## src/rtl/round_ctrl.sv

```systemverilog
// round_ctrl: memory-game round FSM (request, show, collect keys, score).
// Define ROUND_TIMEOUT_EN to fail a round when the player stalls in INPUT.
module round_ctrl #(
  parameter int SYMBOLS       = 5,
  parameter int SHOW_TICKS    = 4,
  parameter int GAP_TICKS     = 1,
  parameter int TIMEOUT_TICKS = 20
) (
  input  logic        clk,
  input  logic        rst_n,
  input  logic        start_i,
  input  logic        tick_i,
  input  logic        new_seq_i,
  input  logic [19:0] seq_in_i,
  input  logic        key_valid_i,
  input  logic [3:0]  key_code_i,
  output logic        req_seq_o,
  output logic        disp_en_o,
  output logic [3:0]  disp_digit_o,
  output logic [2:0]  disp_idx_o,
  output logic        busy_o,
  output logic        round_done_o,
  output logic        pass_o,
  output logic        fail_o,
  output logic [7:0]  score_o
);
  localparam int SW = SHOW_TICKS > 0 ? $clog2(SHOW_TICKS + 1) : 1;
  localparam int GW = GAP_TICKS > 0 ? $clog2(GAP_TICKS + 1) : 1;
  typedef enum logic [2:0] {IDLE, REQ, WAIT_SEQ, SHOW, GAP, INPUT, RESULT} state_e;
  state_e          state_q;
  logic [19:0]     seq_q;
  logic [2:0]      idx_q, idx_d;
  logic [SW-1:0]   show_cnt_q;
  logic [GW-1:0]   gap_cnt_q;
  logic            kv_q;
  logic [3:0]      kc_q, sym_cur, sym_nxt, disp_digit_q;
  logic            req_seq_q, disp_en_q, round_done_q, pass_q, fail_q;
  logic [7:0]      score_q, score_inc;
  logic            gap_done, last, hit;
`ifdef ROUND_TIMEOUT_EN
  localparam int TW = $clog2(TIMEOUT_TICKS + 1);
  logic [TW-1:0]   to_cnt_q;
`endif
  assign idx_d     = idx_q + 3'd1;
  assign sym_cur   = 4'(seq_q >> {idx_q, 2'b00});
  assign sym_nxt   = 4'(seq_q >> {idx_d, 2'b00});
  assign gap_done  = (GAP_TICKS == 0) || (tick_i && gap_cnt_q == GW'(GAP_TICKS - 1));
  assign last      = idx_q == 3'(SYMBOLS - 1);
  assign hit       = kc_q == sym_cur;
  assign score_inc = score_q + {7'd0, score_q != 8'hFF};
  always_ff @(posedge clk or negedge rst_n) begin
    if (!rst_n) begin
      state_q      <= IDLE;
      seq_q        <= '0;
      idx_q        <= '0;
      show_cnt_q   <= '0;
      gap_cnt_q    <= '0;
      kv_q         <= 1'b0;
      kc_q         <= '0;
      req_seq_q    <= 1'b0;
      disp_en_q    <= 1'b0;
      disp_digit_q <= '0;
      round_done_q <= 1'b0;
      pass_q       <= 1'b0;
      fail_q       <= 1'b0;
      score_q      <= '0;
`ifdef ROUND_TIMEOUT_EN
      to_cnt_q     <= '0;
`endif
    end else begin
      req_seq_q    <= 1'b0;
      round_done_q <= 1'b0;
      // keys are registered first, so only presses made while in INPUT count
      kv_q         <= key_valid_i && state_q == INPUT;
      kc_q         <= key_code_i;
      case (state_q)
        IDLE: if (start_i) begin
          state_q   <= REQ;
          req_seq_q <= 1'b1;
          pass_q    <= 1'b0;
          fail_q    <= 1'b0;
        end
        REQ: state_q <= WAIT_SEQ;
        WAIT_SEQ: if (new_seq_i) begin
          state_q      <= SHOW;
          seq_q        <= seq_in_i;
          idx_q        <= '0;
          show_cnt_q   <= '0;
          disp_en_q    <= 1'b1;
          disp_digit_q <= seq_in_i[3:0];
        end
        SHOW: if (tick_i) begin
          if (show_cnt_q == SW'(SHOW_TICKS - 1)) begin
            state_q      <= GAP;
            show_cnt_q   <= '0;
            gap_cnt_q    <= '0;
            disp_en_q    <= 1'b0;
            disp_digit_q <= '0;
          end else show_cnt_q <= show_cnt_q + 1'b1;
        end
        GAP: if (gap_done) begin
          gap_cnt_q <= '0;
          if (last) begin
            state_q  <= INPUT;
            idx_q    <= '0;
`ifdef ROUND_TIMEOUT_EN
            to_cnt_q <= '0;
`endif
          end else begin
            state_q      <= SHOW;
            idx_q        <= idx_d;
            show_cnt_q   <= '0;
            disp_en_q    <= 1'b1;
            disp_digit_q <= sym_nxt;
          end
        end else if (tick_i) gap_cnt_q <= gap_cnt_q + 1'b1;
        INPUT: if (kv_q) begin
`ifdef ROUND_TIMEOUT_EN
          to_cnt_q <= '0;
`endif
          if (!hit || last) begin
            state_q      <= RESULT;
            round_done_q <= 1'b1;
            pass_q       <= hit;
            fail_q       <= !hit;
            score_q      <= hit ? score_inc : 8'd0;
          end else idx_q <= idx_d;
        end
`ifdef ROUND_TIMEOUT_EN
        // a key in the same cycle as the expiring tick wins over the timeout
        else if (tick_i && !key_valid_i) begin
          if (to_cnt_q == TW'(TIMEOUT_TICKS - 1)) begin
            state_q      <= RESULT;
            round_done_q <= 1'b1;
            fail_q       <= 1'b1;
            score_q      <= '0;
          end else to_cnt_q <= to_cnt_q + 1'b1;
        end
`endif
        RESULT: state_q <= IDLE;
        default: state_q <= IDLE;
      endcase
    end
  end
  assign req_seq_o    = req_seq_q;
  assign disp_en_o    = disp_en_q;
  assign disp_digit_o = disp_digit_q;
  assign disp_idx_o   = idx_q;
  assign busy_o       = state_q != IDLE;
  assign round_done_o = round_done_q;
  assign pass_o       = pass_q;
  assign fail_o       = fail_q;
  assign score_o      = score_q;
endmodule

```

## config.mk

```make
export PLATFORM = sky130hd
export DESIGN_NAME = round_ctrl
export DESIGN_NICKNAME = d
export VERILOG_FILES = /design/src/rtl/round_ctrl.sv
export SDC_FILE = /design/constraint.sdc
export NUM_CORES = 1
export LEC_CHECK = 0
export ABC_AREA = 1
export BUFFER_PORTS_ARGS = -buffer_cell sky130_fd_sc_hd__buf_2
export CORE_ASPECT_RATIO = 1.75
export CORE_UTILIZATION = 43
export CTS_BUF_LIST = sky130_fd_sc_hd__clkbuf_8 sky130_fd_sc_hd__clkbuf_16
export CTS_CLUSTER_DIAMETER = 100
export DETAILED_ROUTE_END_ITERATION = 8
export SYNTH_ARGS = -nofsm -noshare
export SYNTH_HDL_FRONTEND = slang
export SYNTH_SLANG_ARGS = --single-unit
```

## constraint.sdc

```tcl
create_clock -name clk -period 2.1 [get_ports clk]
set_input_delay 0.42 -clock clk [delete_from_list [all_inputs] [get_ports clk]]
set_output_delay 0.42 -clock clk [all_outputs]
set_load 0.005 [all_outputs]
```

==> out/results.tsv <==
metric	value	unit
status	complete, no violations	
Final Cell Area	0.00343	mm^2
Period Utilization, post-route	90.5	%
RePlAce Congestion	0.865	
layout cells sized above 1	31.9	%
row cnt	39	
H-Tree Depth	2	
fmax	0.526	GHz
maximum clock path buffer count	2	
DIE AREA	0.00710	mm^2
die span in x	64.1	um
setup TNS	0	ns
slowest stage delay, CP	0.43	ns
CP max stage cell	dfrtp_1	
Port Buffers	50	
# setup viols final	0	
Synth Register Bits	52	
hold buffers post-CTS	0	
Final Total Pwr	4410	uW
Slew Limit Fails	0	
TritonCTS clock tree	yes	
core area	0.00654	mm^2
Buf+Inv Stages, Crit Path	2	
clk_lat worst skew	0.29	ns
most used cell, CP	nand3_2	
# fillers	658	
Initial DRC Count	125	
CTS Sinks	52	
RSZ-0062 raised after global routing	no	
Post-CTS Resized	0	
Total GRT Usage	22.0	%
drt first pass iters	4	
DRC viols	0	
Post-Synthesis Net Count	375	
async set or reset register ratio after synthesis	100	%
final worst slack	0.199	ns
logic gate share of total power	45.2	%
Fin Clk Skew	0.00810	ns
synthesized area per cell	8.54	um^2
CP cell instances	buf_4 -> nor3_4 -> nand2_1 -> nand3_2 -> nand2_2 -> nor2_4 -> nand3_2 -> nand2_4 -> inv_4 -> nand3_1 -> o21ai_2	
Clk pwr share	17.9	%
Syn-to-layout area delta	18.1	%
type of origin of the critical path	flip-flop	
Detail Route Antenna Nets	0	
Initial Util	44.4	%
ys flop type	dfrtp_1	
Pint	2560	uW
register share of total power	36.8	%
relative slew slack	60.4	%
Tmin final	1.90	ns
total grt overflow	0	
utilization of the core after routing	52.4	%
VDD IR max	591	uV
Routed WL per cell	14.2	um
Required @ worst endpoint	2.28	ns
# Max-Cap Violations	0	
P_leak	0.00174	uW
Worst Setup End Kind	flip-flop	
initial antenna violation count	0	
most frequent cells in the layout	85 x nand2_1, 51 x dfrtp_1, 50 x buf_2	
Yosys cell types	34	
setup bufs post-CTS	0	
Vias/cell	5.19	
Cell Area, Synth	0.00290	mm^2
commonest non-fill, non-tap cell in the layout	nand2_1	
Net Switching	1840	uW
cell depth of the worst setup path	11	
placed instance area	0.00328	mm^2
CTS Buf Count	5	
DIE HEIGHT	111	um
# diodes	0	
Worst Tran Pin Value	0.594	ns
Via Count	2490	
pwr/cell area	1280	mW/mm^2
Post-Synthesis Cells	340	
vias in the first global route	2633	
CP max FO	10	
Hold Vio Cnt, Final	0	
Critical Path AT	2.08	ns
number of synthesized flops with an enable pin	0	
worst-case reg-to-reg path depth	11	
WS Path Type	flip-flop to flip-flop	
Reg clk slew, reported paths	0.07	ns
dpl ws	0.212	ns
Hold Path Class	primary input to async pin	
IO Pins	51	
final wirelength	6790	um
nets@finish	433	
HPWL after DPL	5390	um
CP top delay family	simple AND/OR/NAND/NOR gates	
register area share after synthesis	44.8	%
Switching Share	41.8	%
pin count of the biggest net entering global routing	31	
Ys Warns	0	
root buf cell	clkbuf_16	
first-pass GRT wire length	11900	um
-- cells in the mapped netlist (2+ instances only) --
cell / number / area (um^2)
a21oi_1: 8 / 40.0
nand3b_1: 2 / 15.0
xnor2_1: 2 / 17.5
nor2_2: 8 / 50.1
inv_2: 12 / 45.0
nor2_1: 28 / 105
inv_4: 2 / 12.5
mux2_2: 14 / 158
dfrtp_1: 52 / 1300
clkbuf_1: 2 / 7.51
o21ai_0: 18 / 90.1
nand2_4: 3 / 33.8
nor3_4: 2 / 32.5
xor2_1: 5 / 43.8
nand2_1: 85 / 319
a31oi_1: 5 / 31.3
o211ai_1: 2 / 15.0
nand3_2: 6 / 60.1
o22ai_1: 3 / 18.8
o21ai_1: 2 / 10.0
o21ai_2: 2 / 17.5
ha_1: 5 / 62.6
inv_1: 20 / 75.1
o21a_1: 2 / 15.0
nand2_2: 7 / 43.8
buf_2: 2 / 10.0
nand4_1: 2 / 12.5
nand3_1: 30 / 150
nor2_4: 4 / 45.0
-- kinds of logic after synthesis --
family | share of synthesized area [%]
adders and majority gates | 2.16
AOI/OAI and AO/OA | 9.18
xor gates and xnor gates | 2.11
DFF | 44.8
muxes | 5.43
buffers and inverters | 5.56
and+or+nand+nor | 30.7
-- metrics by stage --
step / instances / hold slack, ns
after floorplan: 340 / 0.124
after global placement: 473 / 0.450
after detailed placement: 473 / 0.458
after CTS: 480 / 0.144
after global routing: 480 / 0.170
final: 480 / 0.124
-- metal layers --
| layer | vias to the layer above | share of wire, % | track usage [%] | wire length [um] |
|---|---|---|---|---|
| li1 | 1229 | - | - | - |
| met1 | 1198 | 37 | 22.9 | 2530 |
| met2 | 46 | 56 | 40.9 | 3810 |
| met3 | 17 | 2.8 | 3.60 | 189 |
| met4 | 0 | 3.8 | 11.1 | 259 |
| met5 | - | 0 | 0 | 0 |
-- power by group through the flow --
stage,clock (uW),combinational [uW],sequential [uW]
floorplan,0,1540,1550
global placement,0,1980,1630
detailed placement,0,2010,1640
CTS,821,2010,1620
global route,859,2270,1660
finish,791,1990,1620
-- flip-flops by register name (all words and copies together) (netlist names) --
name          count
seq_q            20
score_o           8
disp_digit_o      4
kc_q              4
disp_idx_o        3
show_cnt_q        3
state_q           3
disp_en_o         1
fail_o            1
gap_cnt_q         1
kv_q              1
pass_o            1
req_seq_o         1
round_done_o      1
-- worst reg2reg max path: stages (launching register included) --
cell and delay (ns):
dfrtp_1 0.43, buf_4 0.18, nor3_4 0.21, nand2_1 0.11, nand3_2 0.09, nand2_2 0.06, nor2_4 0.17, nand3_2 0.16
nand2_4 0.16, inv_4 0.07, nand3_1 0.08, o21ai_2 0.06
-- final timing paths --
kind                          startpoint       endpoint  slack, ns
min in group clk           key_code_i[2]        kc_q[2]       0.23
max                        disp_idx_o[0]     score_o[5]       0.20
min reg2reg                       pass_o         pass_o       0.47
max reg2reg                disp_idx_o[0]     score_o[5]       0.20
min                                rst_n        kc_q[0]       0.12
max in group asynchronous          rst_n  disp_idx_o[1]       1.40
-- final cells by class --
| cell class | instances | area [um^2] | share of cell area, % |
|---|---|---|---|
| clock buffers | 5 | 125 | 3.65 |
| inverters | 34 | 135 | 3.94 |
| well taps | 82 | 103 | 2.99 |
| multi-input cells | 249 | 1440 | 42.0 |
| clock inverters | 2 | 12.5 | 0.365 |
| flip-flops and latches | 52 | 1300 | 38.0 |
| repair buffers | 56 | 312 | 9.08 |
Note: power is estimated with default switching activity, not from simulation.
